===== src/rtl/mem_arbiter_pkg.sv =====
`default_nettype none
// ============================================================================
// Module      : mem_arbiter_pkg
// Description : Shared memory-interface definitions: block widths, arbiter
//               FSM encoding, grant types and the grant-select function.
// Revision    : 1.0 - initial release
// ============================================================================
package mem_arbiter_pkg;

  // Block address covers byte-address bits [31:4]; one block is 16 bytes.
  localparam int BLK_ADDR_W = 28;
  localparam int BLK_DATA_W = 128;

  // Arbiter FSM encoding.
  localparam logic [1:0] ST_IDLE    = 2'd0;
  localparam logic [1:0] ST_GRANT_I = 2'd1;
  localparam logic [1:0] ST_GRANT_D = 2'd2;
  localparam logic [1:0] ST_RELEASE = 2'd3;

  typedef enum logic {
    SIDE_I = 1'b0,
    SIDE_D = 1'b1
  } side_e;

  typedef struct packed {
    logic  valid;
    side_e side;
  } grant_t;

  // Grant decision. Only IDLE can produce a grant. On a tie the fair
  // variant hands the bus to the side that was not served last, the
  // unfair variant always favours the I side.
  function automatic grant_t grant_sel(
    input logic [1:0] state,
    input logic       req_i,
    input logic       req_d,
    input side_e      last,
    input logic       fair
  );
    grant_t g;
    g.valid = 1'b0;
    g.side  = SIDE_I;
    if (state == ST_IDLE) begin
      if (req_i && req_d) begin
        g.valid = 1'b1;
        g.side  = (fair && (last == SIDE_I)) ? SIDE_D : SIDE_I;
      end else if (req_i) begin
        g.valid = 1'b1;
        g.side  = SIDE_I;
      end else if (req_d) begin
        g.valid = 1'b1;
        g.side  = SIDE_D;
      end
    end
    return g;
  endfunction

endpackage
`default_nettype wire


===== src/rtl/mem_arbiter_if.sv =====
`default_nettype none
// ============================================================================
// Module      : mem_arbiter_if
// Description : Bus bundle between the I-cache, the D-cache, the arbiter
//               and the shared slow memory.
// Revision    : 1.0 - initial release
// ============================================================================
interface mem_arbiter_if;
  import mem_arbiter_pkg::*;

  // I-cache side
  logic                  read_I;
  logic                  write_I;
  logic [BLK_ADDR_W-1:0] addr_I;
  logic [BLK_DATA_W-1:0] wdata_I;
  logic [BLK_DATA_W-1:0] rdata_I;
  logic                  ready_I;

  // D-cache side
  logic                  read_D;
  logic                  write_D;
  logic [BLK_ADDR_W-1:0] addr_D;
  logic [BLK_DATA_W-1:0] wdata_D;
  logic [BLK_DATA_W-1:0] rdata_D;
  logic                  ready_D;

  // Shared memory side
  logic                  mem_read;
  logic                  mem_write;
  logic [BLK_ADDR_W-1:0] mem_addr;
  logic [BLK_DATA_W-1:0] mem_wdata;
  logic [BLK_DATA_W-1:0] mem_rdata;
  logic                  mem_ready;

  // Arbiter view.
  modport slave (
    input  read_I, write_I, addr_I, wdata_I,
    input  read_D, write_D, addr_D, wdata_D,
    input  mem_rdata, mem_ready,
    output rdata_I, ready_I, rdata_D, ready_D,
    output mem_read, mem_write, mem_addr, mem_wdata
  );

  // Environment view (caches plus memory).
  modport master (
    output read_I, write_I, addr_I, wdata_I,
    output read_D, write_D, addr_D, wdata_D,
    output mem_rdata, mem_ready,
    input  rdata_I, ready_I, rdata_D, ready_D,
    input  mem_read, mem_write, mem_addr, mem_wdata
  );

endinterface
`default_nettype wire


===== src/rtl/mem_arbiter.sv =====
`default_nettype none
// ============================================================================
// Module      : mem_arbiter
// Description : Two-requester (I-cache / D-cache) arbiter in front of one
//               shared slow memory. Non-aborting grants, one-cycle ready
//               pulse, mandatory one-cycle release gap, registered outputs.
// Revision    : 1.0 - initial release
// ============================================================================
module mem_arbiter
  import mem_arbiter_pkg::*;
#(
  parameter int FAIR = 1
) (
  input  logic          clk,
  input  logic          rst_n,
  mem_arbiter_if.slave  bus
);

  logic [1:0]            state_q,     state_d;
  side_e                 last_q,      last_d;
  logic                  mem_read_q,  mem_read_d;
  logic                  mem_write_q, mem_write_d;
  logic [BLK_ADDR_W-1:0] mem_addr_q,  mem_addr_d;
  logic [BLK_DATA_W-1:0] mem_wdata_q, mem_wdata_d;
  logic                  readyI_q,    readyI_d;
  logic                  readyD_q,    readyD_d;
  logic [BLK_DATA_W-1:0] rdata_q,     rdata_d;

  logic                  req_i;
  logic                  req_d;
  grant_t                grant;

  assign req_i = bus.read_I | bus.write_I;
  assign req_d = bus.read_D | bus.write_D;
  assign grant = grant_sel(state_q, req_i, req_d, last_q, (FAIR != 0));

  // Next-state logic: capture the winner's request on grant, hold it
  // untouched until memory completes, then pulse ready and release.
  always_comb begin
    state_d     = state_q;
    last_d      = last_q;
    mem_read_d  = mem_read_q;
    mem_write_d = mem_write_q;
    mem_addr_d  = mem_addr_q;
    mem_wdata_d = mem_wdata_q;
    readyI_d    = 1'b0;
    readyD_d    = 1'b0;
    rdata_d     = rdata_q;

    case (state_q)
      ST_IDLE: begin
        if (grant.valid) begin
          last_d = grant.side;
          if (grant.side == SIDE_I) begin
            state_d     = ST_GRANT_I;
            // A combined read+write request goes out as a write only.
            mem_write_d = bus.write_I;
            mem_read_d  = bus.read_I & ~bus.write_I;
            mem_addr_d  = bus.addr_I;
            mem_wdata_d = bus.wdata_I;
          end else begin
            state_d     = ST_GRANT_D;
            mem_write_d = bus.write_D;
            mem_read_d  = bus.read_D & ~bus.write_D;
            mem_addr_d  = bus.addr_D;
            mem_wdata_d = bus.wdata_D;
          end
        end
      end

      ST_GRANT_I, ST_GRANT_D: begin
        if (bus.mem_ready) begin
          // Writes leave the shared read block as it was.
          if (mem_read_q) begin
            rdata_d = bus.mem_rdata;
          end
          readyI_d    = (state_q == ST_GRANT_I);
          readyD_d    = (state_q == ST_GRANT_D);
          mem_read_d  = 1'b0;
          mem_write_d = 1'b0;
          state_d     = ST_RELEASE;
        end
      end

      ST_RELEASE: begin
        // Gap cycle lets the served requester drop its request before
        // the next arbitration round.
        state_d = ST_IDLE;
      end

      default: begin
        state_d = ST_IDLE;
      end
    endcase
  end

  // State and output registers; last grant resets to D so I wins the first tie.
  always_ff @(posedge clk or negedge rst_n) begin
    if (!rst_n) begin
      state_q     <= ST_IDLE;
      last_q      <= SIDE_D;
      mem_read_q  <= 1'b0;
      mem_write_q <= 1'b0;
      mem_addr_q  <= '0;
      mem_wdata_q <= '0;
      readyI_q    <= 1'b0;
      readyD_q    <= 1'b0;
      rdata_q     <= '0;
    end else begin
      state_q     <= state_d;
      last_q      <= last_d;
      mem_read_q  <= mem_read_d;
      mem_write_q <= mem_write_d;
      mem_addr_q  <= mem_addr_d;
      mem_wdata_q <= mem_wdata_d;
      readyI_q    <= readyI_d;
      readyD_q    <= readyD_d;
      rdata_q     <= rdata_d;
    end
  end

  assign bus.mem_read  = mem_read_q;
  assign bus.mem_write = mem_write_q;
  assign bus.mem_addr  = mem_addr_q;
  assign bus.mem_wdata = mem_wdata_q;
  assign bus.ready_I   = readyI_q;
  assign bus.ready_D   = readyD_q;
  assign bus.rdata_I   = rdata_q;
  assign bus.rdata_D   = rdata_q;

endmodule
`default_nettype wire


===== src/flat_wrapper.sv =====
// flat-port wrapper written by rule: the top's interface ports become plain ports
module mem_arbiter_flat import mem_arbiter_pkg::*;
#(
  parameter int FAIR = 1
)
  (clk, rst_n, bus_read_I, bus_write_I, bus_addr_I, bus_wdata_I, bus_read_D, bus_write_D, bus_addr_D, bus_wdata_D, bus_mem_rdata, bus_mem_ready, bus_rdata_I, bus_ready_I, bus_rdata_D, bus_ready_D, bus_mem_read, bus_mem_write, bus_mem_addr, bus_mem_wdata);
  mem_arbiter_if bus_i ();
  input  logic clk;
  input  logic rst_n;
  input wire logic [$bits(bus_i.read_I)-1:0] bus_read_I;
  input wire logic [$bits(bus_i.write_I)-1:0] bus_write_I;
  input wire logic [$bits(bus_i.addr_I)-1:0] bus_addr_I;
  input wire logic [$bits(bus_i.wdata_I)-1:0] bus_wdata_I;
  input wire logic [$bits(bus_i.read_D)-1:0] bus_read_D;
  input wire logic [$bits(bus_i.write_D)-1:0] bus_write_D;
  input wire logic [$bits(bus_i.addr_D)-1:0] bus_addr_D;
  input wire logic [$bits(bus_i.wdata_D)-1:0] bus_wdata_D;
  input wire logic [$bits(bus_i.mem_rdata)-1:0] bus_mem_rdata;
  input wire logic [$bits(bus_i.mem_ready)-1:0] bus_mem_ready;
  output wire logic [$bits(bus_i.rdata_I)-1:0] bus_rdata_I;
  output wire logic [$bits(bus_i.ready_I)-1:0] bus_ready_I;
  output wire logic [$bits(bus_i.rdata_D)-1:0] bus_rdata_D;
  output wire logic [$bits(bus_i.ready_D)-1:0] bus_ready_D;
  output wire logic [$bits(bus_i.mem_read)-1:0] bus_mem_read;
  output wire logic [$bits(bus_i.mem_write)-1:0] bus_mem_write;
  output wire logic [$bits(bus_i.mem_addr)-1:0] bus_mem_addr;
  output wire logic [$bits(bus_i.mem_wdata)-1:0] bus_mem_wdata;
  assign bus_i.read_I = bus_read_I;
  assign bus_i.write_I = bus_write_I;
  assign bus_i.addr_I = bus_addr_I;
  assign bus_i.wdata_I = bus_wdata_I;
  assign bus_i.read_D = bus_read_D;
  assign bus_i.write_D = bus_write_D;
  assign bus_i.addr_D = bus_addr_D;
  assign bus_i.wdata_D = bus_wdata_D;
  assign bus_i.mem_rdata = bus_mem_rdata;
  assign bus_i.mem_ready = bus_mem_ready;
  assign bus_rdata_I = bus_i.rdata_I;
  assign bus_ready_I = bus_i.ready_I;
  assign bus_rdata_D = bus_i.rdata_D;
  assign bus_ready_D = bus_i.ready_D;
  assign bus_mem_read = bus_i.mem_read;
  assign bus_mem_write = bus_i.mem_write;
  assign bus_mem_addr = bus_i.mem_addr;
  assign bus_mem_wdata = bus_i.mem_wdata;
  mem_arbiter #(.FAIR(FAIR)) u_core (.clk(clk), .rst_n(rst_n), .bus(bus_i));
endmodule

===== config.mk =====
export PLATFORM = sky130hd
export DESIGN_NAME = mem_arbiter_flat
export DESIGN_NICKNAME = d
export VERILOG_FILES = /design/src/rtl/mem_arbiter_pkg.sv /design/src/rtl/mem_arbiter_if.sv /design/src/rtl/mem_arbiter.sv /design/src/flat_wrapper.sv
export SDC_FILE = /design/constraint.sdc
export NUM_CORES = 1
export LEC_CHECK = 0
export BUFFER_PORTS_ARGS = -buffer_cell sky130_fd_sc_hd__buf_4
export CAP_MARGIN = 30
export CELL_PAD_IN_SITES_DETAIL_PLACEMENT = 2
export CELL_PAD_IN_SITES_GLOBAL_PLACEMENT = 2
export CORE_AREA = 2 2 332 334
export CTS_BUF_LIST = sky130_fd_sc_hd__clkbuf_8
export DETAILED_ROUTE_END_ITERATION = 8
export DIE_AREA = 0 0 334 336
export PLACE_DENSITY_LB_ADDON = 0.1
export RECOVER_POWER = 25
export SLEW_MARGIN = 20
export SYNTH_ARGS = -nofsm -noshare
export SYNTH_HDL_FRONTEND = slang
export SYNTH_SLANG_ARGS = --single-unit

===== constraint.sdc =====
create_clock -name clk -period 2.2 [get_ports clk]
set_clock_uncertainty 0.1 [all_clocks]
set_input_delay 0.22 -clock clk [delete_from_list [all_inputs] [get_ports clk]]
set_output_delay 0.22 -clock clk [all_outputs]
set_load 0.05 [all_outputs]

==> Word level (Yosys, flattened, before mapping) <==
Cells that the tools add are included.
{ "totals": {"ff_bits": 291} }
{ "op_classes": {"eq_ne": 5, "reduce_logical": 8, "mux": 22, "bitwise_logic": 6} }
{ "op_table": {"columns": ["cell", "n"], "rows": [
  ["128-bit two-way mux", 1],
  ["28-bit two-way mux", 1],
  ["2-bit two-way mux", 7],
  ["1-bit two-way mux", 10],
  ["2-bit case mux with 3 select lines", 1],
  ["3-bit AND reduction", 2],
  ["2-bit == test, second input constant", 2],
  ["1-bit case mux with 2 select lines", 2],
  ["2-bit AND reduction", 2],
  ["1-bit bitwise AND", 2],
  ["2-bit by 1-bit == test with 1-bit output, second input constant", 1],
  ["2-bit logical NOT", 1],
  ["2-bit by 1-bit != test with 1-bit output, second input constant", 1],
  ["2-bit != test, second input constant", 1],
  ["1-bit NOT", 2],
  ["1-bit OR", 2],
  ["2-bit nonzero test", 1],
  ["2-bit OR reduction", 1],
  ["1-bit logical AND", 1]
]} }

==> Longest topological paths before layout <==
Gate-level depths: netlist (run 1).
{ "logic_depth": {"depth_word": 8, "depth_mapped": 8, "depth_no_buf": 5} }

==> Worst setup path before layout (run 1) <==
No wires, ideal clock.
{ "synth_timing": {"kind": "flip-flop to flip-flop", "start": "register u_core.state_q[0]", "end": "register u_core.rdata_q[100] (netlist: u_core.bus.rdata_D[100])", "setup_ns": 0.125, "stages_incl_launch_ff": 7, "t_required_ns": 1.975, "t_arrival_ns": 1.778, "synth_period_minus_slack_ns": 2.003, "setup_slack_ns": 0.197, "cell_sequence": "dfrtp_1 -> inv_1 -> ha_1 -> nand3_1 -> clkbuf_1 -> buf_2 -> mux2_2"} }
{ "synth_via": {"elab_chain_len": 3, "word_cells_on_any_way": 4} }
{ "synth_rtl": {"columns": ["item", "line", "text"], "rows": [
  ["from (decl)", "mem_arbiter.sv:19", "logic [1:0] state_q, state_d;"],
  ["from (signal assigned)", "mem_arbiter.sv:110", "state_q <= state_d;"],
  ["2-bit == test or 2-bit by 1-bit == test with 1-bit output (tied branches)", "mem_arbiter.sv:50", "case (state_q)"],
  ["2-bit OR reduction (*)", "mem_arbiter.sv:50", null],
  ["3-bit AND reduction (no source line) (*)", null, null],
  ["to (signal assigned)", "mem_arbiter.sv:118", "rdata_q <= rdata_d;"],
  ["to (decl)", "mem_arbiter.sv:27", "logic [BLK_DATA_W-1:0] rdata_q, rdata_d;"]
]} }
Every way passes the cells marked *; elsewhere a longest branch is shown, timed or not.
A chain may end at the register's enable or synchronous reset.

==> Final worst setup path (run 1) <==
{ "layout_timing": {"start": "register u_core.state_q[0]", "end": "register u_core.mem_wdata_q[37] (netlist: u_core.bus.mem_wdata[37])"} }
{ "layout_via": {"elab_chain_len": 3, "word_cells_on_any_way": 4} }
{ "layout_rtl": {"columns": ["item", "line", "text"], "rows": [
  ["2-bit logical NOT (*)", "mem_arbiter_pkg.sv:43, mem_arbiter.sv:50", null],
  ["2-bit two-way mux", "mem_arbiter_pkg.sv:43", "if (state == ST_IDLE) begin"],
  ["128-bit two-way mux or 2-bit AND reduction (tied branches)", null, null],
  ["to (signal assigned)", "mem_arbiter.sv:115", "mem_wdata_q <= mem_wdata_d;"],
  ["to (decl)", "mem_arbiter.sv:24", "logic [BLK_DATA_W-1:0] mem_wdata_q, mem_wdata_d;"]
]} }
Marks and branches as above.

==> impl_metrics.yaml, run 1 <==
status:
  status: "complete, no violations"
detailed_routing:
  vias_per_cell: 3.99
  routedWlPerCell_microns: 22.8
  routed_wl_microns: 91600
  firstDrtPassIters: 6
  drtIter0Drc: 383
  vias: 16000
  ant_nets: 0
  drc_errors: 0
logic_synthesis:
  synth-seq-area-share_pct: 51.8
  yosysTopAreaCellShare_pct: 51.6
  ys_seq_elements: 291
  yosys-top-cells-area: "dfrtp_1 52%, mux2_2 10%, a41oi_1 9.7%, buf_4 6.9%, a21oi_1 5.6%"
  synth_area_per_cell_sq_um: 10.5
  syn_nets: 1796
  synthDistinctLibCells: 33
  netlist_area_sq_mm: 0.0141
  yosysWarnings: 0
  syn_inst: 1345
  synth_largest_area_cell: "dfrtp_1"
sta:
  slew_violations: 0
  max_freq_mhz: 499
  tns_ns: 0
  fin_crit_ns: 2.00
  report.final.hold_viol_count: 0
  worst_pin_slew_ns: 1.13
  post-route-period-util_pct: 91.1
  setup_viol: 0
  maxSlewHeadroom_pct: 24.5
  grt_setup_unrepaired: "false"
critical_path:
  critical_path_peak_fanout: 38
  start_kind: "flip-flop"
  arrival_ns: 2.43
  cp.required_ns: 2.63
  r2r_slack_ns: 0.20
  crit_type: "flip-flop to flip-flop"
  end_kind: "flip-flop"
clock_network:
  htree_levels: 3
  cts_resized: 0
  cts_sinks: 291
  cts_hold_buf: 446
  worstSkewPairLatency_ns: 0.65
  cts_root_buf: "clkbuf_8"
  cts_setup_buffers: 0
  cts_made_buffers: 68
  clk_pin_slew_ns: 0.06
  cts_tree: "yes"
  clockBufferDepth: 3
layout:
  layout_common_cells: "907 x buf_4, 446 x dlygate4sd3_1, 290 x dfrtp_1"
  instances_no_fill: 4019
  fin_nets: 2995
  final_common_cell: "buf_4"
  syn_to_final_growth_pct: 95.2
  drive_gt1_share_pct: 44.7
die:
  num_io_pins: 863
  num_rows: 121
  die_h_microns: 336
  core_sq_mm: 0.108
  dieArea_sq_mm: 0.112
  initial_core_util_pct: 13.0
  die_x_microns: 334
placed_design:
  numPortBuffers: 862
  hpwl_microns: 67700
  dp.cells: 3442
  globalplace.congestion: 0.755
grt:
  antenna_found_initial: 17
  grt_max_degree: 56
  top_usage_layer: "met2"
  use_met2_pct: 29.0
  met3_usage_pct: 4.83
  grt_pass1_vias: 18300
  grt_overflow: 0
  gr-usage-all-layers_pct: 15.8
  grt_use_met1_pct: 17.1
  grt_pass1_wl_microns: 131000
power:
  powerDensity_mw_per_mm2: 1750
  p_leak_nw: 12.3
  ir_drop_uv: 825
worst_hold_path:
  hold_class: "input port to flip-flop"
run:
  max-cap-violations: 0
## stage by stage
step / util (%) / hold slack (ns) / worst slack (ns) / power (mW) / instance area (sq um)
2_1_floorplan: - / -0.176 / 0.197 / 30.8 / 14100
6_report: 25.3 / 0.247 / 0.197 / 48.0 / 27500
4_1_cts: 25.4 / 0.00351 / 0.125 / 49.0 / 27500
5_1_grt: 25.3 / 0.183 / 0.0623 / 50.8 / 27500
3_5_place_dp: 20.2 / 0.205 / 0.133 / 41.9 / 21800
3_3_place_gp: 20.2 / 0.203 / 0.183 / 41.6 / 21800
## cell type report
| cell class | count | area [sq um] |
|---|---|---|
| antenna | 16 | 40.0 |
| clock buffer | 76 | 1050 |
| clock inverter | 39 | 168 |
| fill | 12100 | 80900 |
| inverter | 4 | 15.0 |
| multi-input combinational | 787 | 5280 |
| sequential | 291 | 7280 |
| tap | 1414 | 1770 |
| timing repair buffer | 1392 | 11900 |
## final timing paths
check,endpoint,from,depth (start not counted)
max reg2reg,u_core.bus.mem_wdata[37]$_DFFE_PN0P_,u_core.state_q[0]$_DFFE_PN0P_,8
min in group asynchronous,u_core.bus.mem_wdata[63]$_DFFE_PN0P_,rst_n,2
max,u_core.bus.mem_wdata[37]$_DFFE_PN0P_,u_core.state_q[0]$_DFFE_PN0P_,8
min,u_core.bus.rdata_D[78]$_DFFE_PN0P_,bus_mem_rdata[78],3
min reg2reg,u_core.bus.mem_wdata[44]$_DFFE_PN0P_,u_core.bus.mem_wdata[44]$_DFFE_PN0P_,2
max in group asynchronous,u_core.bus.rdata_D[33]$_DFFE_PN0P_,rst_n,3
## cell usage after synthesis
master,n
a211oi_1,1
a21boi_0,2
a21oi_1,158
a2bb2oi_1,2
a41oi_1,156
and2_1,1
and3_1,1
buf_1,14
buf_2,54
buf_4,130
clkbuf_1,65
dfrtp_1,290
dfstp_2,1
ha_1,4
inv_1,4
mux2_2,128
nand2_1,2
nand2b_1,1
nand3_1,1
nand4_1,1
nor2_1,157
nor2b_1,2
nor4_1,1
o211ai_1,1
o21a_1,1
o21ai_0,154
o21ai_1,7
o221ai_1,1
o22a_1,1
o22ai_1,1
o41a_1,1
o41ai_4,1
or2_2,1
## critical path, cell delays in order (launching register included)
cell	delay, ns
dfrtp_1	0.39
inv_1	0.15
ha_4	0.23
o41ai_4	0.11
buf_12	0.15
buf_12	0.16
buf_4	0.21
a41oi_1	0.22
a21oi_1	0.10
## per-layer routing
layer  share of wire [%]  up-vias
li1                    -     7218
met1                  37     8099
met2                  53      582
met3                 7.2      120
met4                 2.8        4
met5               0.026        -
## cells by family after synthesis
family / Yosys count / share of synthesized area [%]
compound gates: 487 / 21.9
flops: 291 / 51.8
buf+inv: 267 / 11.1
simple gates: 168 / 4.63
mux: 128 / 10.2
fa+ha+maj: 4 / 0.356
## power breakdown
group / total [mW] / internal [mW] / switching, mW
Combinational: 31.7 / 9.61 / 22.1
Clock: 5.97 / 3.13 / 2.85
Sequential: 10.4 / 8.06 / 2.33
Total: 48.0 / 20.8 / 27.2
## sequential cells by signal, indices dropped and copies added, names as in the netlist
name,cells
u_core.bus.ready_D,1
u_core.last_q,1
u_core.bus.mem_read,1
u_core.bus.mem_write,1
u_core.bus.mem_wdata,128
u_core.bus.rdata_D,128
u_core.bus.ready_I,1
u_core.state_q,2
u_core.bus.mem_addr,28
(Power assumes the default switching activity.)
==> inputs of run 2 (changes only) <==
==> constraint.sdc (replaced) <==
create_clock -name clk -period 2.2 [get_ports clk]
set_clock_uncertainty 0.1 [all_clocks]
set_input_delay 0.44 -clock clk [delete_from_list [all_inputs] [get_ports clk]]
set_output_delay 0.44 -clock clk [all_outputs]
set_load 0.05 [all_outputs]
==> run 2 against run 1 <==
  * Core utilization rose by 0.060 points
  * Global-route usage barely moved
  * Final area rose by 0.24%
  * Critical endpoint is now u_core.bus.mem_wdata[106]$_DFFE_PN0P_
  * First-iteration DRC count up 6.3%
  * Clock power is 6.5% higher
  * Routed wire length increased by 0.73%
==> impl_metrics.yaml, run 2 (synthesis gave the netlist of run 1 again) <==
power:
  ir_drop_uv: 605
  power.switching_mw: 27.4
  p_leak_nw: 12.4
  clkPwrFrac_pct: 13.1
  internal_power_mw: 21.2
  powerDensity_mw_per_mm2: 1760
  sequentialPowerShare_pct: 21.4
  combPwrFrac_pct: 65.5
  p_sw_share_pct: 56.4
status:
  status: "complete, no violations"
critical_path:
  r2r_start: "u_core.state_q[0]$_DFFE_PN0P_"
  critical_path_peak_fanout: 33
  crit_family: "buffers and inverters"
  r2r_end: "u_core.bus.mem_wdata[106]$_DFFE_PN0P_"
  worstPathCellList: "inv_1, ha_4, o41a_2, buf_4, nor2_1, a21oi_1"
  r2r_slack_ns: 0.17
  crit_path_top_delay_cell: "buf_4"
  crit_type: "flip-flop to flip-flop"
  arrival_ns: 2.50
  cp_num_buf_inv: 2
  start_kind: "flip-flop"
  startpoint: "u_core.state_q[0]$_DFFE_PN0P_"
  ff2ff_path_depth: 6
  slowest_delay_ns: 0.45
  endpoint: "u_core.bus.mem_wdata[106]$_DFFE_PN0P_"
  cp_num_cells: 6
  end_kind: "flip-flop"
  cp.required_ns: 2.67
sta:
  report.final.hold_viol_count: 0
  fin_crit_ns: 2.03
  worst_pin_slew_ns: 1.12
  grt_setup_unrepaired: "false"
  tns_ns: 0
  max_freq_mhz: 492
  slew_violations: 0
  post-route-period-util_pct: 92.5
  maxSlewHeadroom_pct: 25.5
  setup_viol: 0
detailed_routing:
  routedWlPerCell_microns: 23.0
  drc_errors: 0
  vias_per_cell: 4.00
  drtIter0Drc: 407
  ant_nets: 0
  firstDrtPassIters: 4
  routed_wl_microns: 92300
  vias: 16000
die:
  die_h_microns: 336
  core_sq_mm: 0.108
  die_x_microns: 334
  num_io_pins: 863
  initial_core_util_pct: 13.0
  num_rows: 121
  dieArea_sq_mm: 0.112
grt:
  grt_overflow: 0
  grt_use_met1_pct: 16.8
  antenna_found_initial: 10
  gr-usage-all-layers_pct: 15.8
  grt_pass1_wl_microns: 131000
  use_met2_pct: 29.4
  grt_max_degree: 124
  met3_usage_pct: 4.65
  top_usage_layer: "met2"
  grt_pass1_vias: 18300
clock_network:
  cts_root_buf: "clkbuf_8"
  clockBufferDepth: 3
  cts_tree: "yes"
  htree_levels: 3
  cts_sinks: 291
  clk_pin_slew_ns: 0.06
  cts_made_buffers: 66
  worstSkewPairLatency_ns: 0.65
placed_design:
  place_area_sq_mm: 0.0219
  hpwl_microns: 67500
  globalplace.congestion: 0.742
  numPortBuffers: 862
layout:
  final_common_cell: "buf_4"
  fill_cells: 12200
  drive_gt1_share_pct: 45.2
  fin_nets: 2983
  fin_area_sq_mm: 0.0275
  syn_to_final_growth_pct: 95.7
  layout_common_cells: "900 x buf_4, 437 x dlygate4sd3_1, 290 x dfrtp_1"
run:
  max-cap-violations: 0
worst_hold_path:
  hold_class: "input port to flip-flop"
[run 2: cell types whose count changed in the layout (fill, tap and decap cells not counted), moves of 4 or more]
cell	previous run	this run
dlygate4sd3_1	446	437
clkbuf_8	76	84
diode_2	16	9
inv_1	38	31
clkinv_2	0	4
buf_4	907	900
[run 2: per-stage QoR]
stage,power (mW),cells,util [%],hold slack [ns],setup WS [ns]
after floorplan,30.8,1345,-,0.0444,0.197
after global placement,41.7,3440,20.2,0.337,0.100
final,48.6,4008,25.4,0.110,0.166
after CTS,49.5,3998,25.4,0.00400,0.00908
after detailed placement,42.0,3440,20.2,0.341,0.0306
after global routing,51.3,4006,25.4,0.0664,0.0118
[run 2: final cells by class]
class                   count  area [sq um]  area share, %
flip-flops and latches    291          7280           26.5
inverters                   4          15.0         0.0546
diodes                      9          22.5         0.0818
clock buffers              84          1160           4.20
clock inverters            37           170          0.618
multi-input cells         787          5280           19.2
repair buffers           1382         11800           43.0
well taps                1414          1770           6.43
[run 2: what timing repair did]
action,in CTS,in global routing
gates resized for setup,0,2
setup endpoints to repair,0,53
hold buffers,437,0
hold endpoints to repair,334,0
buffers inserted,0,0
[run 2: how the worst min path moves through the flow]
stage                          from                              endpoint  slack, ns  depth (start not counted)
floorplan                     rst_n    u_core.bus.mem_addr[0]$_DFFE_PN0P_       0.04                          0
global route        bus_wdata_I[26]  u_core.bus.mem_wdata[26]$_DFFE_PN0P_       0.07                          4
global placement              rst_n    u_core.bus.rdata_D[59]$_DFFE_PN0P_       0.34                          1
finish              bus_wdata_I[25]  u_core.bus.mem_wdata[25]$_DFFE_PN0P_       0.11                          4
CTS                 bus_wdata_I[26]  u_core.bus.mem_wdata[26]$_DFFE_PN0P_      0.004                          4
detailed placement            rst_n    u_core.bus.rdata_D[59]$_DFFE_PN0P_       0.34                          1
[run 2: metal layers]
layer	vias up	routed length [microns]
met5	-	16
met4	2	2970
met3	116	6450
met2	578	49000
met1	8147	33900
li1	7189	-
[run 2: worst register-to-register path: cells and delay by family, from the launching register on]
family                     cells  cell delay (ns)
DFF                            1             0.40
adders and majority gates      1             0.26
AOI/OAI and AO/OA              2             0.45
and+or+nand+nor                1             0.13
buffers and inverters          2             0.61
[run 2: power by group through the flow]
stage	Combinational (mW)	Clock (mW)	Sequential [mW]
after floorplan	12.1	0	18.7
final	31.8	6.36	10.4
after CTS	32.2	6.81	10.5
after global placement	31.2	0	10.4
after global routing	33.5	6.97	10.8
after detailed placement	31.5	0	10.5
==> inputs of run 3 (changes only) <==
Settings changed: MAX_ROUTING_LAYER set to met4.
==> run 3 against run 2 <==
  * The flow now finishes with violations (DRC)
  * Via count hardly changed
  * Highest routed layer is now met4
  * Non-clock buffer count is the same
  * Clock power about the same
  * Power about the same
==> impl_metrics.yaml, run 3 (synthesis gave the netlist of run 1 again) <==
status:
  status: "finished with violations"
  violations: "DRC"
sta:
  max_freq_mhz: 488
  post-route-period-util_pct: 93.1
  grt_setup_unrepaired: "false"
  slew_violations: 0
  worst_pin_slew_ns: 1.12
  fin_crit_ns: 2.05
  setup_viol: 0
  tns_ns: 0
  report.final.hold_viol_count: 0
  maxSlewHeadroom_pct: 25.3
critical_path:
  slowest_delay_ns: 0.46
  crit_type: "flip-flop to flip-flop"
  crit_family: "buffers and inverters"
  r2r_slack_ns: 0.15
  r2r_start: "u_core.state_q[0]$_DFFE_PN0P_"
  ff2ff_path_depth: 6
  end_kind: "flip-flop"
  r2r_end: "u_core.bus.mem_wdata[106]$_DFFE_PN0P_"
  arrival_ns: 2.52
  cp_num_buf_inv: 2
  critical_path_peak_fanout: 33
  cp.required_ns: 2.67
  crit_path_top_delay_cell: "buf_4"
  worstPathCellList: "inv_1, ha_4, o41a_2, buf_4, nor2_1, a21oi_1"
  start_kind: "flip-flop"
power:
  p_leak_nw: 12.4
  ir_drop_uv: 622
  powerDensity_mw_per_mm2: 1760
  power.switching_mw: 27.4
  sequentialPowerShare_pct: 21.4
  combPwrFrac_pct: 65.5
  p_sw_share_pct: 56.4
  clkPwrFrac_pct: 13.1
  internal_power_mw: 21.2
die:
  initial_core_util_pct: 13.0
  die_x_microns: 334
  dieArea_sq_mm: 0.112
  num_io_pins: 863
  core_sq_mm: 0.108
  die_h_microns: 336
  num_rows: 121
detailed_routing:
  ant_nets: 0
  vias_per_cell: 4.00
  routed_wl_microns: 92500
  routedWlPerCell_microns: 23.0
  firstDrtPassIters: 9
  vias: 16000
  drc_errors: 8
  drtIter0Drc: 451
clock_network:
  cts_sinks: 291
  htree_levels: 3
  clk_pin_slew_ns: 0.06
  cts_setup_buffers: 0
  cts_root_buf: "clkbuf_8"
  clockBufferDepth: 3
  cts_made_buffers: 66
  cts_tree: "yes"
  worstSkewPairLatency_ns: 0.66
worst_hold_path:
  hp-start: "bus_wdata_I[25]"
  holdPathEnd: "u_core.bus.mem_wdata[25]$_DFFE_PN0P_"
  hold_path_depth: 4
  hold_class: "input port to flip-flop"
grt:
  grt_pass1_vias: 18300
  grt_overflow: 0
  grt_max_degree: 124
  antenna_found_initial: 18
  grt_pass1_wl_microns: 131000
  gr-usage-all-layers_pct: 16.3
layout:
  fin_nets: 2983
  syn_to_final_growth_pct: 95.9
  final_common_cell: "buf_4"
  fin_util_pct: 25.4
  layout_common_cells: "900 x buf_4, 437 x dlygate4sd3_1, 290 x dfrtp_1"
  fill_cells: 12200
  drive_gt1_share_pct: 45.2
  ff_latch_area_sq_mm: 0.00728
  multi_input_area_sq_mm: 0.00528
placed_design:
  numPortBuffers: 862
  globalplace.congestion: 0.751
  hpwl_microns: 67500
run:
  max-cap-violations: 0
[run 3: cell count changes in the layout (fill, tap and decap cells not counted)]
cell	delta
diode_2	+9
[run 3: worst max path at each step]
stage | startpoint | to | slack (ns) | depth (start not counted)
6_report | u_core.state_q[0]$_DFFE_PN0P_ | u_core.bus.mem_wdata[106]$_DFFE_PN0P_ | 0.15 | 6
5_1_grt | u_core.state_q[0]$_DFFE_PN0P_ | u_core.bus.mem_wdata[106]$_DFFE_PN0P_ | 0.01 | 6
4_1_cts | u_core.state_q[0]$_DFFE_PN0P_ | u_core.bus.mem_wdata[76]$_DFFE_PN0P_ | 0.009 | 6
3_5_place_dp | u_core.state_q[0]$_DFFE_PN0P_ | u_core.bus.mem_wdata[76]$_DFFE_PN0P_ | 0.03 | 6
3_3_place_gp | u_core.state_q[0]$_DFFE_PN0P_ | u_core.bus.rdata_D[58]$_DFFE_PN0P_ | 0.10 | 6
2_1_floorplan | u_core.state_q[0]$_DFFE_PN0P_ | u_core.bus.rdata_D[100]$_DFFE_PN0P_ | 0.20 | 6
[run 3: tightest hold or removal path, delay by kind of cell]
| family | cells | cell delay [ns] |
|---|---|---|
| buf+inv | 2 | 0.24 |
| compound gates | 2 | 0.14 |
[run 3: routing by layer]
layer | up-vias | part of all wire (%) | track usage [%]
met5 | - | 0 | -
met4 | 0 | 3.1 | 5.66
met3 | 125 | 6.4 | 4.53
met2 | 587 | 53 | 29.6
met1 | 8134 | 37 | 16.9
li1 | 7202 | - | -
[run 3: repair_timing]
action                                  4_1_cts  5_1_grt
resized for setup                             0        2
endpoints found under the hold margin       334        0
hold buffers                                437        0
endpoints found under the setup margin        0       55
[run 3: cell type report]
| class | count | area share (%) |
|---|---|---|
| inverters | 4 | 0.0545 |
| well taps | 1414 | 6.42 |
| clock inverters | 37 | 0.618 |
| flip-flops and latches | 291 | 26.4 |
| multi-input cells | 787 | 19.2 |
| repair buffers | 1382 | 42.9 |
| clock buffers | 84 | 4.20 |
| diodes | 18 | 0.164 |
[run 3: metrics by stage]
| step | std cells | power (mW) | worst slack, ns | hold WS, ns | cell area (sq um) |
|---|---|---|---|---|---|
| finish | 4017 | 48.6 | 0.153 | 0.100 | 27500 |
| global route | 4016 | 51.3 | 0.0122 | 0.0664 | 27500 |
| CTS | 3998 | 49.5 | 0.00908 | 0.00400 | 27600 |
| detailed placement | 3440 | 42.0 | 0.0306 | 0.341 | 21900 |
| global placement | 3440 | 41.7 | 0.100 | 0.337 | 21900 |
| floorplan | 1345 | 30.8 | 0.197 | 0.0444 | 14100 |
[run 3: power groups by stage]
| stage | clock [mW] | combinational (mW) | sequential, mW |
|---|---|---|---|
| 3_5_place_dp | 0 | 31.5 | 10.5 |
| 5_1_grt | 6.97 | 33.5 | 10.8 |
| 4_1_cts | 6.81 | 32.2 | 10.5 |
| 6_report | 6.38 | 31.8 | 10.4 |
| 2_1_floorplan | 0 | 12.1 | 18.7 |
| 3_3_place_gp | 0 | 31.2 | 10.4 |
